===== config.mk =====
export PLATFORM = sky130hd
export DESIGN_NAME = fifo_regfile_ctrl
export DESIGN_NICKNAME = d
export VERILOG_FILES = /design/src/rtl/fifo_regfile_ctrl.sv
export SDC_FILE = /design/constraint.sdc
export NUM_CORES = 1
export LEC_CHECK = 0
export BUFFER_PORTS_ARGS = -buffer_cell sky130_fd_sc_hd__buf_4
export CAP_MARGIN = 20
export CORE_MARGIN = 8
export CORE_UTILIZATION = 30
export CTS_BUF_LIST = sky130_fd_sc_hd__clkbuf_16
export DETAILED_ROUTE_END_ITERATION = 12
export SLEW_MARGIN = 25
export SYNTH_ARGS = -nofsm -noshare
export SYNTH_HDL_FRONTEND = slang
export SYNTH_SLANG_ARGS = --single-unit

===== constraint.sdc =====
create_clock -name clk -period 4.9 [get_ports clk]
set_input_delay 0.735 -clock clk [delete_from_list [all_inputs] [get_ports clk]]
set_output_delay 0.735 -clock clk [all_outputs]
set_load 0.02 [all_outputs]

===== src/rtl/fifo_regfile_ctrl.sv =====
// DEPTH x WIDTH register-file FIFO with head/tail pointers, an occupancy counter and
// one-cycle ack/error status pulses, sitting between the factorial datapath and its bus.

module fifo_regfile_ctrl_chk #(
    parameter int AW    = 3,
    parameter int DEPTH = 8
) (
    input logic          clk,
    input logic          reset_n,
    input logic [2:0]    state,
    input logic          wr_ack,
    input logic          wr_err,
    input logic          rd_ack,
    input logic          rd_err,
    input logic          full,
    input logic          empty,
    input logic [AW:0]   data_count
);
    a_not_full_and_empty: assert property (@(posedge clk) disable iff (!reset_n)
        !(full && empty));

    a_count_in_range: assert property (@(posedge clk) disable iff (!reset_n)
        data_count <= (AW+1)'(DEPTH));

    // Status pulses must be an exact one-hot decode of the registered state.
    a_status_decode: assert property (@(posedge clk) disable iff (!reset_n)
        {wr_ack, wr_err, rd_ack, rd_err} ==
        {state == 3'd2, state == 3'd3, state == 3'd4, state == 3'd5});
endmodule

module fifo_regfile_ctrl #(
    parameter int WIDTH = 32,
    parameter int DEPTH = 8,
    parameter int AW    = 3
) (
    input  logic             clk,
    input  logic             reset_n,
    input  logic             wr_en,
    input  logic             rd_en,
    input  logic [WIDTH-1:0] d_in,
    output logic [WIDTH-1:0] d_out,
    output logic             full,
    output logic             empty,
    output logic             wr_ack,
    output logic             wr_err,
    output logic             rd_ack,
    output logic             rd_err,
    output logic [AW:0]      data_count
);
    typedef enum logic [2:0] {
        ST_INIT     = 3'd0,
        ST_NO_OP    = 3'd1,
        ST_WRITE    = 3'd2,
        ST_WR_ERROR = 3'd3,
        ST_READ     = 3'd4,
        ST_RD_ERROR = 3'd5
    } state_t;

    localparam logic [AW:0]   FULL_CNT = (AW+1)'(DEPTH);
    localparam logic [AW:0]   CNT_ONE  = {{AW{1'b0}}, 1'b1};
    localparam logic [AW-1:0] PTR_ONE  = {{(AW-1){1'b0}}, 1'b1};

    logic [WIDTH-1:0] mem_q [DEPTH];

    state_t           state_q,  state_d;
    logic [AW-1:0]    head_q,   head_d;
    logic [AW-1:0]    tail_q,   tail_d;
    logic [AW:0]      count_q,  count_d;
    logic [WIDTH-1:0] d_out_q,  d_out_d;
    logic             wr_ack_q, wr_ack_d;
    logic             wr_err_q, wr_err_d;
    logic             rd_ack_q, rd_ack_d;
    logic             rd_err_q, rd_err_d;
    logic             mem_we_s;
    logic             full_s;
    logic             empty_s;

    assign full_s  = (count_q == FULL_CNT);
    assign empty_s = (count_q == {(AW+1){1'b0}});

    // Next-state decode plus the datapath update for the state being entered.
    always_comb begin
        state_d  = ST_NO_OP;
        head_d   = head_q;
        tail_d   = tail_q;
        count_d  = count_q;
        d_out_d  = d_out_q;
        mem_we_s = 1'b0;

        if (wr_en && !rd_en) begin
            if (full_s) begin
                state_d = ST_WR_ERROR;
            end else begin
                state_d = ST_WRITE;
            end
        end else if (rd_en && !wr_en) begin
            if (empty_s) begin
                state_d = ST_RD_ERROR;
            end else begin
                state_d = ST_READ;
            end
        end else begin
            state_d = ST_NO_OP;
        end

        // Pointers wrap naturally because DEPTH is a power of two.
        case (state_d)
            ST_WRITE: begin
                mem_we_s = 1'b1;
                tail_d   = tail_q + PTR_ONE;
                count_d  = count_q + CNT_ONE;
            end
            ST_READ: begin
                d_out_d  = mem_q[head_q];
                head_d   = head_q + PTR_ONE;
                count_d  = count_q - CNT_ONE;
            end
            default: begin
                mem_we_s = 1'b0;
            end
        endcase

        wr_ack_d = (state_d == ST_WRITE);
        wr_err_d = (state_d == ST_WR_ERROR);
        rd_ack_d = (state_d == ST_READ);
        rd_err_d = (state_d == ST_RD_ERROR);
    end

    // Control state, pointers, count, read data and status flops.
    always_ff @(posedge clk) begin
        if (!reset_n) begin
            state_q  <= ST_INIT;
            head_q   <= {AW{1'b0}};
            tail_q   <= {AW{1'b0}};
            count_q  <= {(AW+1){1'b0}};
            d_out_q  <= {WIDTH{1'b0}};
            wr_ack_q <= 1'b0;
            wr_err_q <= 1'b0;
            rd_ack_q <= 1'b0;
            rd_err_q <= 1'b0;
        end else begin
            state_q  <= state_d;
            head_q   <= head_d;
            tail_q   <= tail_d;
            count_q  <= count_d;
            d_out_q  <= d_out_d;
            wr_ack_q <= wr_ack_d;
            wr_err_q <= wr_err_d;
            rd_ack_q <= rd_ack_d;
            rd_err_q <= rd_err_d;
        end
    end

    // Storage is deliberately left uncleared by reset; reset only blocks the write.
    always_ff @(posedge clk) begin
        if (reset_n && mem_we_s) begin
            mem_q[tail_q] <= d_in;
        end
    end

    assign d_out      = d_out_q;
    assign wr_ack     = wr_ack_q;
    assign wr_err     = wr_err_q;
    assign rd_ack     = rd_ack_q;
    assign rd_err     = rd_err_q;
    assign data_count = count_q;
    assign full       = full_s;
    assign empty      = empty_s;

    fifo_regfile_ctrl_chk #(.AW(AW), .DEPTH(DEPTH)) u_chk (
        .clk        (clk),
        .reset_n    (reset_n),
        .state      (state_q),
        .wr_ack     (wr_ack_q),
        .wr_err     (wr_err_q),
        .rd_ack     (rd_ack_q),
        .rd_err     (rd_err_q),
        .full       (full_s),
        .empty      (empty_s),
        .data_count (count_q)
    );
endmodule


After elaboration in Yosys (flattened, before gate mapping)
Memory sizes are Yosys's and may differ from the RTL's. A register that Yosys moved wholly into a read port is not among the register bits.
Cells that the tools add are included.
{ "totals": {"ff_bits": 14, "latchBits": 0, "ram_bits": 256, "mem_bits_ro": 0, "in_bits": 36, "output_inout_bits": 42, "word_cells": 33, "memories": 1} }
{ "mem_list": {"columns": ["name", "words", "width", "read_ports", "rd_clocked_by_memory_dff", "wr", "line", "source"], "rows": [
  ["mem_q", 8, 32, 1, 1, 1, "63", "logic [WIDTH-1:0] mem_q [DEPTH];"]
]} }
{ "classes": {"addsub": 4, "mul": 0, "n_div": 0, "order_cmp": 0, "n_eq_ne": 5, "shift": 0, "n_mux": 8, "bitwise": 0, "reduce_logical": 8} }
{ "ops": {"columns": ["operator", "n"], "rows": [
  ["one-hot mux 4 bit (2 select lines)", 1],
  ["adder 3 x 1 -> 3 bit (second input constant)", 2],
  ["equality test 3 x 2 -> 1 bit (second input constant)", 2],
  ["equality test 3 bit (second input constant)", 2],
  ["2-to-1 mux 3 bit", 2],
  ["2-to-1 mux 1 bit", 5],
  ["adder 4 x 1 -> 4 bit (second input constant)", 1],
  ["equality test 4 bit (second input constant)", 1],
  ["logical NOT 4 bit", 1],
  ["subtractor 4 x 1 -> 4 bit (second input constant)", 1],
  ["logical AND 1 bit", 3],
  ["logical NOT 1 bit", 3],
  ["nonzero test 2 bit", 1]
]} }

Logic depth before layout (Yosys ltp)
{ "logic_depth": {"word_depth": 9, "mapped_depth": 9, "depth_no_buf": 8} }

Worst setup path before layout
OpenSTA, ideal clock, no wires.
{ "synth_path": {"kind": "input to register", "from": "in wr_en", "to": "mem mem_q[1][0], enable pin", "setup_ns": 0.501, "arrival_time_ns": 4.242, "required_ns": 4.399, "setup_slack_ns": 0.157, "cell_stages": 3, "path_buffers": 0, "path_cell_list": "nor2b_1 nand2_1 nor4_1"} }
{ "synth_between": {"elab_chain_cells": 9, "word_cells_on_any_way": 10, "cone_classes": "1 x eq/ne; 5 x mux; 4 x reduce/logical"} }
{ "synth_rtl": {"columns": ["item", "line", "source"], "rows": [
  ["start, declared", "38", "input logic wr_en,"],
  ["logical NOT 1 bit", "96", "end else if (rd_en && !wr_en) begin"],
  ["logical AND 1 bit", "96", null],
  ["2-to-1 mux 3 bit", "96", null],
  ["2-to-1 mux 3 bit (*)", "90", "if (wr_en && !rd_en) begin"],
  ["equality test 3 x 2 -> 1 bit (*)", "107", "case (state_d)"],
  ["2-to-1 mux 1 bit (*)", "107", null],
  ["logical AND 1 bit (*)", "156", "if (reset_n && mem_we_s) begin"],
  ["2-to-1 mux 1 bit (*)", "156", null],
  ["2-to-1 mux 1 bit (implied by the code) (*)", "157", "mem_q[tail_q] <= d_in;"],
  ["end, declared", "63", null]
]} }
Every way passes the cells marked *; elsewhere a longest branch is shown, timed or not.

Final worst setup path
{ "layout_path": {"from": "reg count_q[0] (netlist: data_count[0])", "to": "reg count_q[3] (netlist: data_count[3])"} }
{ "layout_between": {"elab_chain_cells": 6, "word_cells_on_any_way": 12, "cone_classes": "2 x add/sub; 3 x eq/ne; 5 x mux; 2 x reduce/logical"} }
{ "layout_rtl": {"columns": ["item", "line", "source"], "rows": [
  ["start, declared", "68", "logic [AW:0] count_q, count_d;"],
  ["start signal, assigned", "135", "count_q <= {(AW+1){1'b0}};"],
  ["start signal, assigned", "145", "count_q <= count_d;"],
  ["logical NOT 4 bit", "79", "assign empty_s = (count_q == {(AW+1){1'b0}});"],
  ["2-to-1 mux 1 bit", "97", "if (empty_s) begin"],
  ["2-to-1 mux 3 bit", "96", null],
  ["2-to-1 mux 3 bit", "90", null],
  ["equality test 3 bit or equality test 3 x 2 -> 1 bit (tied branches)", "107", null],
  ["one-hot mux 4 bit (2 select lines) or nonzero test 2 bit (tied branches)", null, null]
]} }
Several ways; a longest one is shown, not always the timed one.
A chain may end at the register's enable or synchronous reset.

==> results.cfg <==
[status]
run_status = complete, no violations

[power_and_ir_drop]
vdd_ir_drop_max_mv = 0.254
power_density_nw_per_um2 = 404
p_int_uw = 4160
switching_power_uw = 1180
p_sw_share_pct = 22.1
pwr-share-seq_pct = 54.2
combPwrFrac_pct = 8.1
clockPowerShare_pct = 37.6
leakagePower_uw = 0.00436
power_uw = 5350

[floorplan]
chipHeight_um = 209
rows = 70
core_area_um2 = 36600
die_x_um = 209
start_util_pct = 30.4
io_pins = 78
dieArea_um2 = 43500

[drt]
wl_per_cell_um = 20.0
wirelength_um = 22900
drc = 0
drt-initial-drc-count = 311
via_per_inst = 4.73
routed-via-count = 5418
first_pass_iters = 4
ant_nets = 0

[setup_path]
worstSetupStartpointType = flip-flop
r2r_start = data_count[0]$_SDFFE_PN0P_
criticalPathCategory = flip-flop to flip-flop
cpPeakStageDelay_ps = 580
cpMostUsedCell = mux2i_1
cp.depth = 8
crit_required_ps = 5360
crit_slowest_cell = or4_4
path_delay_family = simple AND/OR/NAND/NOR gates
cp-end-kind = flip-flop
crit_chain = or4_4 -> nand2_2 -> inv_2 -> ha_1 -> a21o_1 -> a21oi_1 -> mux2i_1 -> mux2i_1
cp.arrival_ps = 3060
reg2regPathDepth = 8
cp_max_fo = 36
cp_num_buf_inv = 1
crit_start = data_count[0]$_SDFFE_PN0P_

[grt]
grt_pass1_vias = 5552
overflow = 0
grt_max_degree = 67
grt_util_all_layers_pct = 10.3
antenna_found_initial = 2
grt_pass1_wl_um = 34800

[min_path]
min_path_type = input port to flip-flop
holdPathStages = 1
hp-start = d_in[16]

[sta]
worst_pin_slew_ps = 1040
setup_violations = 0
fin_tns_setup_ps = 0
slew_headroom_pct = 30.9
period_needed_ps = 2600
hold_viol_final = 0
report.final.slew_viol_count = 0
min_period_over_period_pct = 53.1
rsz0062_at_grt = no
skew_ps = 6.89
max_clock_freq_ghz = 0.385

[cells_and_area]
syn_to_final_growth_pct = 18.8
nFillCells = 3420
fin_nets = 696
drive_gt1_share_pct = 31.4
finalInstanceArea_um2 = 13200

[clocking]
clock-sinks = 302
root_buffer = clkbuf_16
hold_buffers = 0
clk_pin_slew_ps = 60
h-tree-depth = 1
cts_tree = yes
cts_made_buffers = 29
clockBufferDepth = 3
post_cts_buffers = 0
cts_resized = 0
worst_skew_pair.late_latency_ps = 530

[place]
port_buffers = 77
dpl.hpwl_um = 13800
dpl_cell_area_um2 = 12400
place.gp.congestion = 0.709

[synthesis]
synth_top_area_share_pct = 69.0
synth_fp_nets = 600
synth_top_cell_by_area = edfxtp_1
synth_ff_type = edfxtp_1
syn_inst = 559
synth-seq-cells = 302
synth_cell_types = 35
yosys_warnings = 0
synth_async_sr_flop_share_pct = 0
synthTopCellsByArea = edfxtp_1 (69%), mux4_2 (13%), dfxtp_1 (8.3%)
synth-edff-count = 256
synth.cell_area_um2 = 11100
synth_area_per_cell_um2 = 19.9
seq_area_frac_synth_pct = 77.3

[flow_run]
cap_violations = 0
power by group through the flow:
stage / sequential (uW) / clock (uW) / combinational, uW
2_1_floorplan: 2960 / 0 / 252
3_3_place_gp: 2960 / 0 / 438
3_5_place_dp: 2960 / 0 / 444
4_1_cts: 2900 / 2070 / 445
5_1_grt: 2910 / 2170 / 474
6_report: 2900 / 2010 / 435
synth_stat cells, types with 3 or more instances:
library cell	count
edfxtp_1	256
mux4_2	64
dfxtp_1	46
nor2_1	35
o22ai_1	33
o21ai_0	21
clkbuf_1	12
buf_2	11
o21ai_1	11
nand2_1	9
and3_1	5
nand3_1	5
xnor2_1	5
and2_1	4
ha_1	4
mux2i_1	4
nor2b_1	4
nor3_1	4
buf_6	3
inv_2	3
nand2b_1	3
per-layer routing:
metal / global-route usage [%] / vias up / wire length [um]
met5: 0 / - / 0
met2: 16.9 / 115 / 10900
met4: 2.41 / 0 / 493
met3: 2.35 / 35 / 1180
met1: 13.8 / 2803 / 10300
li1: - / 2465 / -
worst reg2reg max path: cells and delay by family, from the launching register on:
| kind | cells | cell delay (ps) |
|---|---|---|
| DFF | 1 | 360 |
| AOI/OAI and AO/OA | 2 | 350 |
| buffers and inverters | 1 | 280 |
| and+or+nand+nor | 2 | 720 |
| adders and majority gates | 1 | 390 |
| muxes | 2 | 430 |
metrics by stage:
stage               std cells  worst slack [ps]  hold slack (ps)  utilization, %
global placement         1090              1840              482            33.7
finish                   1146              2300              435            36.1
floorplan                 559               157              506               -
detailed placement       1092              1800              485            33.8
CTS                      1144              2300              411            36.1
global route             1144              2160              423            36.1
flip-flops by register name, indices dropped and copies added, names as in the netlist:
name,count
rd_err,1
mem_q,256
tail_q,3
rd_ack,1
head_q,3
data_count,4
wr_ack,1
d_out,32
wr_err,1
layout by cell type (no fill, tap or decap), types with 6 or more instances in the layout:
cell type,n
inv_1,11
clkinv_1,6
o22ai_1,33
nand2_1,9
edfxtp_1,256
o21ai_1,11
o21ai_0,21
clkbuf_16,29
dfxtp_1,44
mux4_2,64
buf_4,92
nor2_1,33
final cells by class:
cell class,count,area [um^2],share of cell area [%]
Antenna cell,2,5.00,0.0378
Multi-Input combinational cell,223,2410,18.2
Tap cell,468,586,4.43
Sequential cell,302,8620,65.1
Clock buffer,29,726,5.49
Clock inverter,23,128,0.965
Timing Repair Buffer,94,738,5.58
Inverter,5,18.8,0.142
cells by family (layout without fill, tap and decap cells):
family	count (synthesis)	in the layout	synth area share [%]
other cells	0	2	0
flops	302	302	77.3
fa+ha+maj	5	5	0.629
buf+inv	34	151	1.54
mux	68	68	13.3
simple gates	76	76	3.28
compound gates	69	69	3.56
xor+xnor	5	5	0.393
path summary, 6_finish.rpt:
path	endpoint	slack (ps)
setup / recovery	data_count[3]$_SDFFE_PN0P_	2300
hold / removal	mem_q[6][16]$_DFFE_PP_	440
setup reg to reg	data_count[3]$_SDFFE_PN0P_	2300
hold reg to reg	d_out[2]$_SDFFE_PN0P_	500
Power figures use the tool's default switching activity.
